`src/rtl/frame_pkg.sv`:
```
// ============================================================================
//  Module      : frame_pkg
//  Description : Shared frame geometry (80x60 pixel frame RAMs) and the state
//                encoding of the frame pair scheduler.
//  Revision    : 1.0 - initial release
// ============================================================================
`default_nettype none

package frame_pkg;

  // Words per frame RAM (80 x 60 pixels), address width and word width.
  localparam int DEPTH = 4800;
  localparam int AW    = 14;
  localparam int DW    = 25;

  // Scheduler state encoding.
  localparam logic [2:0] ST_IDLE  = 3'd0;
  localparam logic [2:0] ST_SCAN  = 3'd1;
  localparam logic [2:0] ST_DRAIN = 3'd2;
  localparam logic [2:0] ST_COPY  = 3'd3;
  localparam logic [2:0] ST_DONE  = 3'd4;

  // Every state except IDLE counts as an operation in progress.
  function automatic logic state_is_busy(input logic [2:0] s);
    return (s != ST_IDLE);
  endfunction

endpackage

`default_nettype wire

```
`src/rtl/frame_pair_scheduler_if.sv`:
```
// ============================================================================
//  Module      : frame_pair_scheduler_if
//  Description : Bus bundle between the frame pair scheduler and its
//                environment: shared combinational read port of the ref/act
//                frame RAMs, ref RAM write port, and the pixel-pair stream.
//  Ports       : rd_addr/ref_q/act_q        - RAM read (data valid same cycle)
//                ref_wr_addr/_data/_en      - ref RAM write
//                pix_valid/pix_ready        - pair stream handshake
//                pix_ref/pix_act/pix_addr/pix_last - pair payload
//  Modports    : master = scheduler side, slave = RAMs + downstream side
//  Revision    : 1.0 - initial release
// ============================================================================
`default_nettype none

interface frame_pair_scheduler_if #(
  parameter int AW = frame_pkg::AW,
  parameter int DW = frame_pkg::DW
) ();

  logic [AW-1:0] rd_addr;
  logic [DW-1:0] ref_q;
  logic [DW-1:0] act_q;

  logic [AW-1:0] ref_wr_addr;
  logic [DW-1:0] ref_wr_data;
  logic          ref_wr_en;

  logic          pix_valid;
  logic          pix_ready;
  logic [DW-1:0] pix_ref;
  logic [DW-1:0] pix_act;
  logic [AW-1:0] pix_addr;
  logic          pix_last;

  modport master (
    output rd_addr,
    input  ref_q,
    input  act_q,
    output ref_wr_addr,
    output ref_wr_data,
    output ref_wr_en,
    output pix_valid,
    input  pix_ready,
    output pix_ref,
    output pix_act,
    output pix_addr,
    output pix_last
  );

  modport slave (
    input  rd_addr,
    output ref_q,
    output act_q,
    input  ref_wr_addr,
    input  ref_wr_data,
    input  ref_wr_en,
    input  pix_valid,
    output pix_ready,
    input  pix_ref,
    input  pix_act,
    input  pix_addr,
    input  pix_last
  );

endinterface

`default_nettype wire

```
`src/rtl/frame_pair_scheduler.sv`:
```
// ============================================================================
//  Module      : frame_pair_scheduler
//  Description : Scans a reference and an actual frame RAM in lock-step and
//                streams {ref, act, addr} pairs downstream with a ready/valid
//                handshake. Optionally copies the actual frame into the
//                reference frame once the scan has drained.
//  Ports       : clk     - single clock, posedge
//                rst     - synchronous reset, active-high
//                start   - pulse, begins a scan when idle
//                upd_en  - sampled with start, request act->ref copy
//                abort   - terminate any operation, back to IDLE
//                busy    - high in every state except IDLE
//                done    - one-cycle completion pulse
//                bus     - RAM ports and pixel-pair stream (master side)
//  Revision    : 1.0 - initial release
// ============================================================================
`default_nettype none

module frame_pair_scheduler #(
  parameter int DEPTH = frame_pkg::DEPTH,
  parameter int AW    = frame_pkg::AW,
  parameter int DW    = frame_pkg::DW
) (
  input  wire                    clk,
  input  wire                    rst,
  input  wire                    start,
  input  wire                    upd_en,
  input  wire                    abort,
  output logic                   busy,
  output logic                   done,
  frame_pair_scheduler_if.master bus
);

  import frame_pkg::*;

  localparam logic [AW-1:0] c_LAST = AW'(DEPTH - 1);

  logic [2:0]    r_state;
  logic [AW-1:0] r_cnt;
  logic          r_upd;
  logic [DW-1:0] r_pix_ref;
  logic [DW-1:0] r_pix_act;
  logic [AW-1:0] r_pix_addr;
  logic          r_pix_valid;
  logic          r_pix_last;

  logic          w_load;
  logic          w_at_last;
  logic          w_copy_wr;

  // The output register takes a new pair whenever it is empty or the current
  // pair is being accepted in this very cycle.
  assign w_load    = (r_state == ST_SCAN) && (!r_pix_valid || bus.pix_ready);
  assign w_at_last = (r_cnt == c_LAST);

  // The write strobe is cut combinationally by rst/abort so that the word
  // addressed in the terminating cycle is not written: everything below the
  // current index is updated, everything from it upward is untouched.
  assign w_copy_wr = (r_state == ST_COPY) && !abort && !rst;

  always_ff @(posedge clk) begin
    if (rst) begin
      r_state     <= ST_IDLE;
      r_cnt       <= '0;
      r_upd       <= 1'b0;
      r_pix_ref   <= '0;
      r_pix_act   <= '0;
      r_pix_addr  <= '0;
      r_pix_valid <= 1'b0;
      r_pix_last  <= 1'b0;
    end else if (abort) begin
      r_state     <= ST_IDLE;
      r_pix_valid <= 1'b0;
      r_pix_last  <= 1'b0;
    end else begin
      case (r_state)
        ST_IDLE: begin
          if (start) begin
            r_upd   <= upd_en;
            r_cnt   <= '0;
            r_state <= ST_SCAN;
          end
        end

        ST_SCAN: begin
          if (w_load) begin
            r_pix_ref   <= bus.ref_q;
            r_pix_act   <= bus.act_q;
            r_pix_addr  <= r_cnt;
            r_pix_valid <= 1'b1;
            r_pix_last  <= w_at_last;
            // The counter parks on the last address rather than wrapping.
            if (w_at_last) begin
              r_state <= ST_DRAIN;
            end else begin
              r_cnt <= r_cnt + 1'b1;
            end
          end
        end

        ST_DRAIN: begin
          // The last pair is held until the downstream side takes it.
          if (bus.pix_ready) begin
            r_pix_valid <= 1'b0;
            r_pix_last  <= 1'b0;
            if (r_upd) begin
              r_cnt   <= '0;
              r_state <= ST_COPY;
            end else begin
              r_state <= ST_DONE;
            end
          end
        end

        ST_COPY: begin
          if (w_at_last) begin
            r_state <= ST_DONE;
          end else begin
            r_cnt <= r_cnt + 1'b1;
          end
        end

        ST_DONE: begin
          r_state <= ST_IDLE;
        end

        default: begin
          r_state <= ST_IDLE;
        end
      endcase
    end
  end

  // One address counter serves both the scan and the copy; the RAMs are
  // read combinationally so act_q already belongs to rd_addr.
  assign bus.rd_addr     = r_cnt;
  assign bus.ref_wr_en   = w_copy_wr;
  assign bus.ref_wr_addr = w_copy_wr ? r_cnt     : '0;
  assign bus.ref_wr_data = w_copy_wr ? bus.act_q : '0;

  assign bus.pix_valid = r_pix_valid;
  assign bus.pix_ref   = r_pix_ref;
  assign bus.pix_act   = r_pix_act;
  assign bus.pix_addr  = r_pix_addr;
  assign bus.pix_last  = r_pix_last;

  assign busy = state_is_busy(r_state);
  assign done = (r_state == ST_DONE);

  // Design invariants.
  a_wr_only_copy : assert property (@(posedge clk) disable iff (rst)
    bus.ref_wr_en |-> (r_state == ST_COPY));

  a_last_has_valid : assert property (@(posedge clk) disable iff (rst)
    r_pix_last |-> r_pix_valid);

  a_hold_on_stall : assert property (@(posedge clk) disable iff (rst)
    (r_pix_valid && !bus.pix_ready && !abort) |=>
      ($stable(r_pix_addr) && $stable(r_pix_ref) && $stable(r_pix_act) && r_pix_valid));

  a_done_single : assert property (@(posedge clk) disable iff (rst)
    done |=> !done);

endmodule

`default_nettype wire

```
`src/flat_wrapper.sv`:
```
// flat-port wrapper written by rule: the top's interface ports become plain ports
module frame_pair_scheduler_flat import frame_pkg::*;
#(
  parameter int DEPTH = frame_pkg::DEPTH,
  parameter int AW    = frame_pkg::AW,
  parameter int DW    = frame_pkg::DW
)
  (clk, rst, start, upd_en, abort, busy, done, bus_rd_addr, bus_ref_q, bus_act_q, bus_ref_wr_addr, bus_ref_wr_data, bus_ref_wr_en, bus_pix_valid, bus_pix_ready, bus_pix_ref, bus_pix_act, bus_pix_addr, bus_pix_last);
  frame_pair_scheduler_if #(.AW(AW), .DW(DW)) bus_i ();
  input  wire clk;
  input  wire rst;
  input  wire start;
  input  wire upd_en;
  input  wire abort;
  output logic busy;
  output logic done;
  output wire logic [$bits(bus_i.rd_addr)-1:0] bus_rd_addr;
  input wire logic [$bits(bus_i.ref_q)-1:0] bus_ref_q;
  input wire logic [$bits(bus_i.act_q)-1:0] bus_act_q;
  output wire logic [$bits(bus_i.ref_wr_addr)-1:0] bus_ref_wr_addr;
  output wire logic [$bits(bus_i.ref_wr_data)-1:0] bus_ref_wr_data;
  output wire logic [$bits(bus_i.ref_wr_en)-1:0] bus_ref_wr_en;
  output wire logic [$bits(bus_i.pix_valid)-1:0] bus_pix_valid;
  input wire logic [$bits(bus_i.pix_ready)-1:0] bus_pix_ready;
  output wire logic [$bits(bus_i.pix_ref)-1:0] bus_pix_ref;
  output wire logic [$bits(bus_i.pix_act)-1:0] bus_pix_act;
  output wire logic [$bits(bus_i.pix_addr)-1:0] bus_pix_addr;
  output wire logic [$bits(bus_i.pix_last)-1:0] bus_pix_last;
  assign bus_rd_addr = bus_i.rd_addr;
  assign bus_i.ref_q = bus_ref_q;
  assign bus_i.act_q = bus_act_q;
  assign bus_ref_wr_addr = bus_i.ref_wr_addr;
  assign bus_ref_wr_data = bus_i.ref_wr_data;
  assign bus_ref_wr_en = bus_i.ref_wr_en;
  assign bus_pix_valid = bus_i.pix_valid;
  assign bus_i.pix_ready = bus_pix_ready;
  assign bus_pix_ref = bus_i.pix_ref;
  assign bus_pix_act = bus_i.pix_act;
  assign bus_pix_addr = bus_i.pix_addr;
  assign bus_pix_last = bus_i.pix_last;
  frame_pair_scheduler #(.DEPTH(DEPTH), .AW(AW), .DW(DW)) u_core (.clk(clk), .rst(rst), .start(start), .upd_en(upd_en), .abort(abort), .busy(busy), .done(done), .bus(bus_i));
endmodule
```
`config.mk`:
```
export PLATFORM = sky130hd
export DESIGN_NAME = frame_pair_scheduler_flat
export DESIGN_NICKNAME = d
export VERILOG_FILES = /design/src/rtl/frame_pkg.sv /design/src/rtl/frame_pair_scheduler_if.sv /design/src/rtl/frame_pair_scheduler.sv /design/src/flat_wrapper.sv
export SDC_FILE = /design/constraint.sdc
export NUM_CORES = 1
export LEC_CHECK = 0
export ABC_CLOCK_PERIOD_IN_PS = 4100
export CAP_MARGIN = 30
export CORE_MARGIN = 1
export CORE_UTILIZATION = 44
export DETAILED_ROUTE_END_ITERATION = 8
export PLACE_DENSITY = 0.87
export SYNTH_ARGS = -nofsm -noshare
export SYNTH_HDL_FRONTEND = slang
export SYNTH_SLANG_ARGS = --single-unit
```
`constraint.sdc`:
```
create_clock -name clk -period 4.1 [get_ports clk]
set_clock_uncertainty 0.1 [all_clocks]
set_input_delay 0.82 -clock clk [delete_from_list [all_inputs] [get_ports clk]]
set_output_delay 0.82 -clock clk [all_outputs]
set_load 0.005 [all_outputs]
```
==> impl_metrics.json, run 1 <==
{
  "finalWorstPathRequiredPeriod_ns": 3.71,
  "synth_edf_count": 0,
  "fmax_mhz": 270,
  "critical_path.max_fanout": 40,
  "crit_start": "abort",
  "pwr-share-clk_pct": 38.2,
  "grt.overflow.total": 0,
  "switching_share_pct": 24.7,
  "syn-num-nets": 533,
  "ys_ff_latch": 84,
  "ys_types": 52,
  "setup_viol": 0,
  "numClockSinks": 84,
  "layout_common_cells": "clkdlybuf4s50_1, nand2_1, dfxtp_1",
  "final_common_cell": "clkdlybuf4s50_1",
  "placed_cells": 726,
  "syn_inst": 476,
  "num_vias": 3891,
  "vdd_drop_max_v": 0.000267,
  "place.gp.congestion": 0.834,
  "core_area_mm2": 0.00826,
  "clk_latency_ns": 0.35,
  "p_int_mw": 1.21,
  "power.switching_mw": 0.397,
  "syn_area_mm2": 0.00377,
  "wl_per_cell_um": 14.9,
  "whs_ns": 0.357,
  "track_usage_pct": 24.3,
  "ios": 178,
  "worstPathArrival_ns": 2.79,
  "postCtsSetupRepairBufs": 0,
  "rsz0062_at_grt": "false",
  "drc": 0,
  "fin_cells": 742,
  "cts-hold-fix-buffers": 0,
  "total_power_mw": 1.60,
  "drt-met1-wl_mm": 4.48,
  "setup_ws_ns": 0.394,
  "startpoint_type": "input pin",
  "fp-row-count": 33,
  "antenna_found_initial": 0,
  "grt_max_degree": 76,
  "io_buffers": 177,
  "die_area_mm2": 0.00894,
  "cpPeakStageDelay_ns": 0.51,
  "tns_ns": 0,
  "hold_viol_final": 0,
  "ys.warnings.count": 0,
  "area_growth_pct": 52.6,
  "ys_async_sr_fraction_pct": 0,
  "status": "finished, final reports clean",
  "synth_ff_type": "dfxtp_1",
  "reg2reg_from": "u_core.r_state[0]$_SDFFE_PP0P_",
  "drv_slew": 0,
  "clockBufferDepth": 2,
  "tightest_slew_ns": 0.786,
  "cts_buffers": 9,
  "nNetsFinal": 689,
  "die_w_um": 94.5,
  "cellPowerDensity_mw_per_mm2": 279,
  "drtIter0Drc": 195,
  "ant_nets": 0,
  "combPwrFrac_pct": 9.5,
  "firstDrtPassIters": 4,
  "grt_first_pass_wirelength_mm": 17.0,
  "place_ws_ns": 0.382,
  "hold_class": "flop to flop",
  "wl_met2_mm": 5.43,
  "drv_cap": 0,
  "cp.required_ns": 3.18,
  "cts-root-buf": "clkbuf_8",
  "wl_mm": 11.0,
  "path_common_cell": "clkdlybuf4s50_1",
  "highest_layer": "met4",
  "p_leak_nw": 2.05,
  "cts_tree": "done",
  "dr_wl_met3_um": 792,
  "crit_path_end_kind": "output pin",
  "vias_per_cell": 5.24,
  "cts_repair_resize_count": 0,
  "path_class": "input pin to output pin",
  "grt_pass1_vias": 3547,
  "crit_slowest_cell": "clkdlybuf4s50_1",
  "slew_headroom_pct": 47.6,
  "pwr-share-seq_pct": 52.3,
  "cts.clk_slew.worst_paths_ns": 0.09,
  "min_from": "u_core.bus.pix_ref[6]$_SDFFE_PP0P_",
  "antenna_cells": 0,
  "start_util_pct": 45.6,
  "layout-drive-gt1-share_pct": 5.34,
  "yosysSeqAreaShare_pct": 44.6,
  "htree_levels": 3,
  "hpwlAfterDp_mm": 7.82,
  "path_cells": "clkdlybuf4s50_1, nor3_2, and3_1, buf_4, and2_1, clkdlybuf4s50_1",
  "syn_avg_cell_area_um2": 7.92,
  "fin_crit_sh_pct": 90.4,
  "die_y_um": 94.5
}
[layer usage]
| metal | up-vias | track usage [%] |
|---|---|---|
| met2 | 160 | 42.5 |
| met3 | 28 | 5.56 |
| met4 | 0 | 10.5 |
| met1 | 1769 | 28.4 |
| li1 | 1934 | - |
| met5 | - | 0 |
[power by group through the flow]
stage	clock network, mW	registers (mW)	logic (mW)
after CTS	0.629	0.839	0.152
final	0.613	0.838	0.152
after global placement	0	0.857	0.147
after global routing	0.667	0.841	0.165
after floorplan	0	0.856	0.0557
after detailed placement	0	0.858	0.151
[flip-flops by register name (all words and copies together), names as in the netlist]
register / count
u_core.bus.pix_ref: 25
u_core.bus.pix_act: 25
u_core.bus.pix_valid: 1
u_core.r_state: 3
u_core.r_upd: 1
u_core.bus.rd_addr: 14
u_core.bus.pix_addr: 14
u_core.bus.pix_last: 1
[per-stage QoR]
stage | util, % | cell area (um2)
3_5_place_dp | 67.2 | 5550
4_1_cts | 69.6 | 5750
2_1_floorplan | - | 3770
6_report | 69.6 | 5750
5_1_grt | 69.6 | 5750
3_3_place_gp | 66.9 | 5530
[Yosys cell counts (all sizes together), types with 2 or more instances]
library cell | instances | share of area, %
clkbuf | 17 | 1.7
o211a | 6 | 1.6
a211o | 5 | 1.2
nand4 | 4 | 0.66
mux2 | 2 | 0.60
nor4 | 6 | 1.8
and3 | 3 | 0.50
a31oi | 2 | 0.33
inv | 4 | 0.40
nor2 | 11 | 1.1
nand3 | 5 | 0.66
or4 | 3 | 0.60
a21oi | 70 | 9.3
o31ai | 2 | 0.40
o211ai | 3 | 0.60
a211oi | 4 | 0.93
nand2 | 138 | 14
or4b | 2 | 0.63
nand2b | 3 | 0.50
o21ai | 4 | 0.53
and2 | 41 | 6.8
nor3b | 5 | 1.1
dfxtp | 84 | 45
nor3 | 8 | 1.2
nor2b | 3 | 0.50
buf | 21 | 3.1
and4 | 2 | 0.46
mux2i | 2 | 0.53
[worst paths after layout]
kind                                                            end  slack (ns)  cells after the start
worst max-delay path                            bus_ref_wr_data[17]        0.39                      6
worst min register to register   u_core.bus.pix_ref[6]$_SDFFE_PP0P_        0.36                      2
worst min-delay path             u_core.bus.pix_ref[6]$_SDFFE_PP0P_        0.36                      2
worst max register to register  u_core.bus.pix_addr[1]$_SDFFE_PP0P_        1.40                      5
[cell type report]
| class | count | area (um2) |
|---|---|---|
| Fill cell | 708 | 2510 |
| Multi-Input combinational cell | 350 | 1890 |
| Timing Repair Buffer | 183 | 1820 |
| Sequential cell | 84 | 1680 |
| Tap cell | 105 | 131 |
| Clock buffer | 9 | 124 |
| Clock inverter | 7 | 80.1 |
| Inverter | 4 | 15.0 |
[logic make-up after synthesis]
logic type	share of synthesized area [%]
AOI/OAI and AO/OA	16.6
muxes	1.13
buffers and inverters	5.18
DFF	44.6
adders and majority gates	0.332
and+or+nand+nor	32.1
[critical path, delay by kind of cell]
family	cells	cell delay (ns)
simple gates	3	0.68
buf+inv	3	1.25
(Power assumes the default switching activity.)
==> run 2: changes to the inputs <==
--- a/config.mk
+++ b/config.mk
@@ -11,6 +11,7 @@
 export CORE_UTILIZATION = 44
 export DETAILED_ROUTE_END_ITERATION = 8
 export PLACE_DENSITY = 0.87
+export SKIP_LAST_GASP = 1
 export SYNTH_ARGS = -nofsm -noshare
 export SYNTH_HDL_FRONTEND = slang
 export SYNTH_SLANG_ARGS = --single-unit
==> results of run 2 <==
No change in the layout: final DEF, timing and power equal those of run 1.
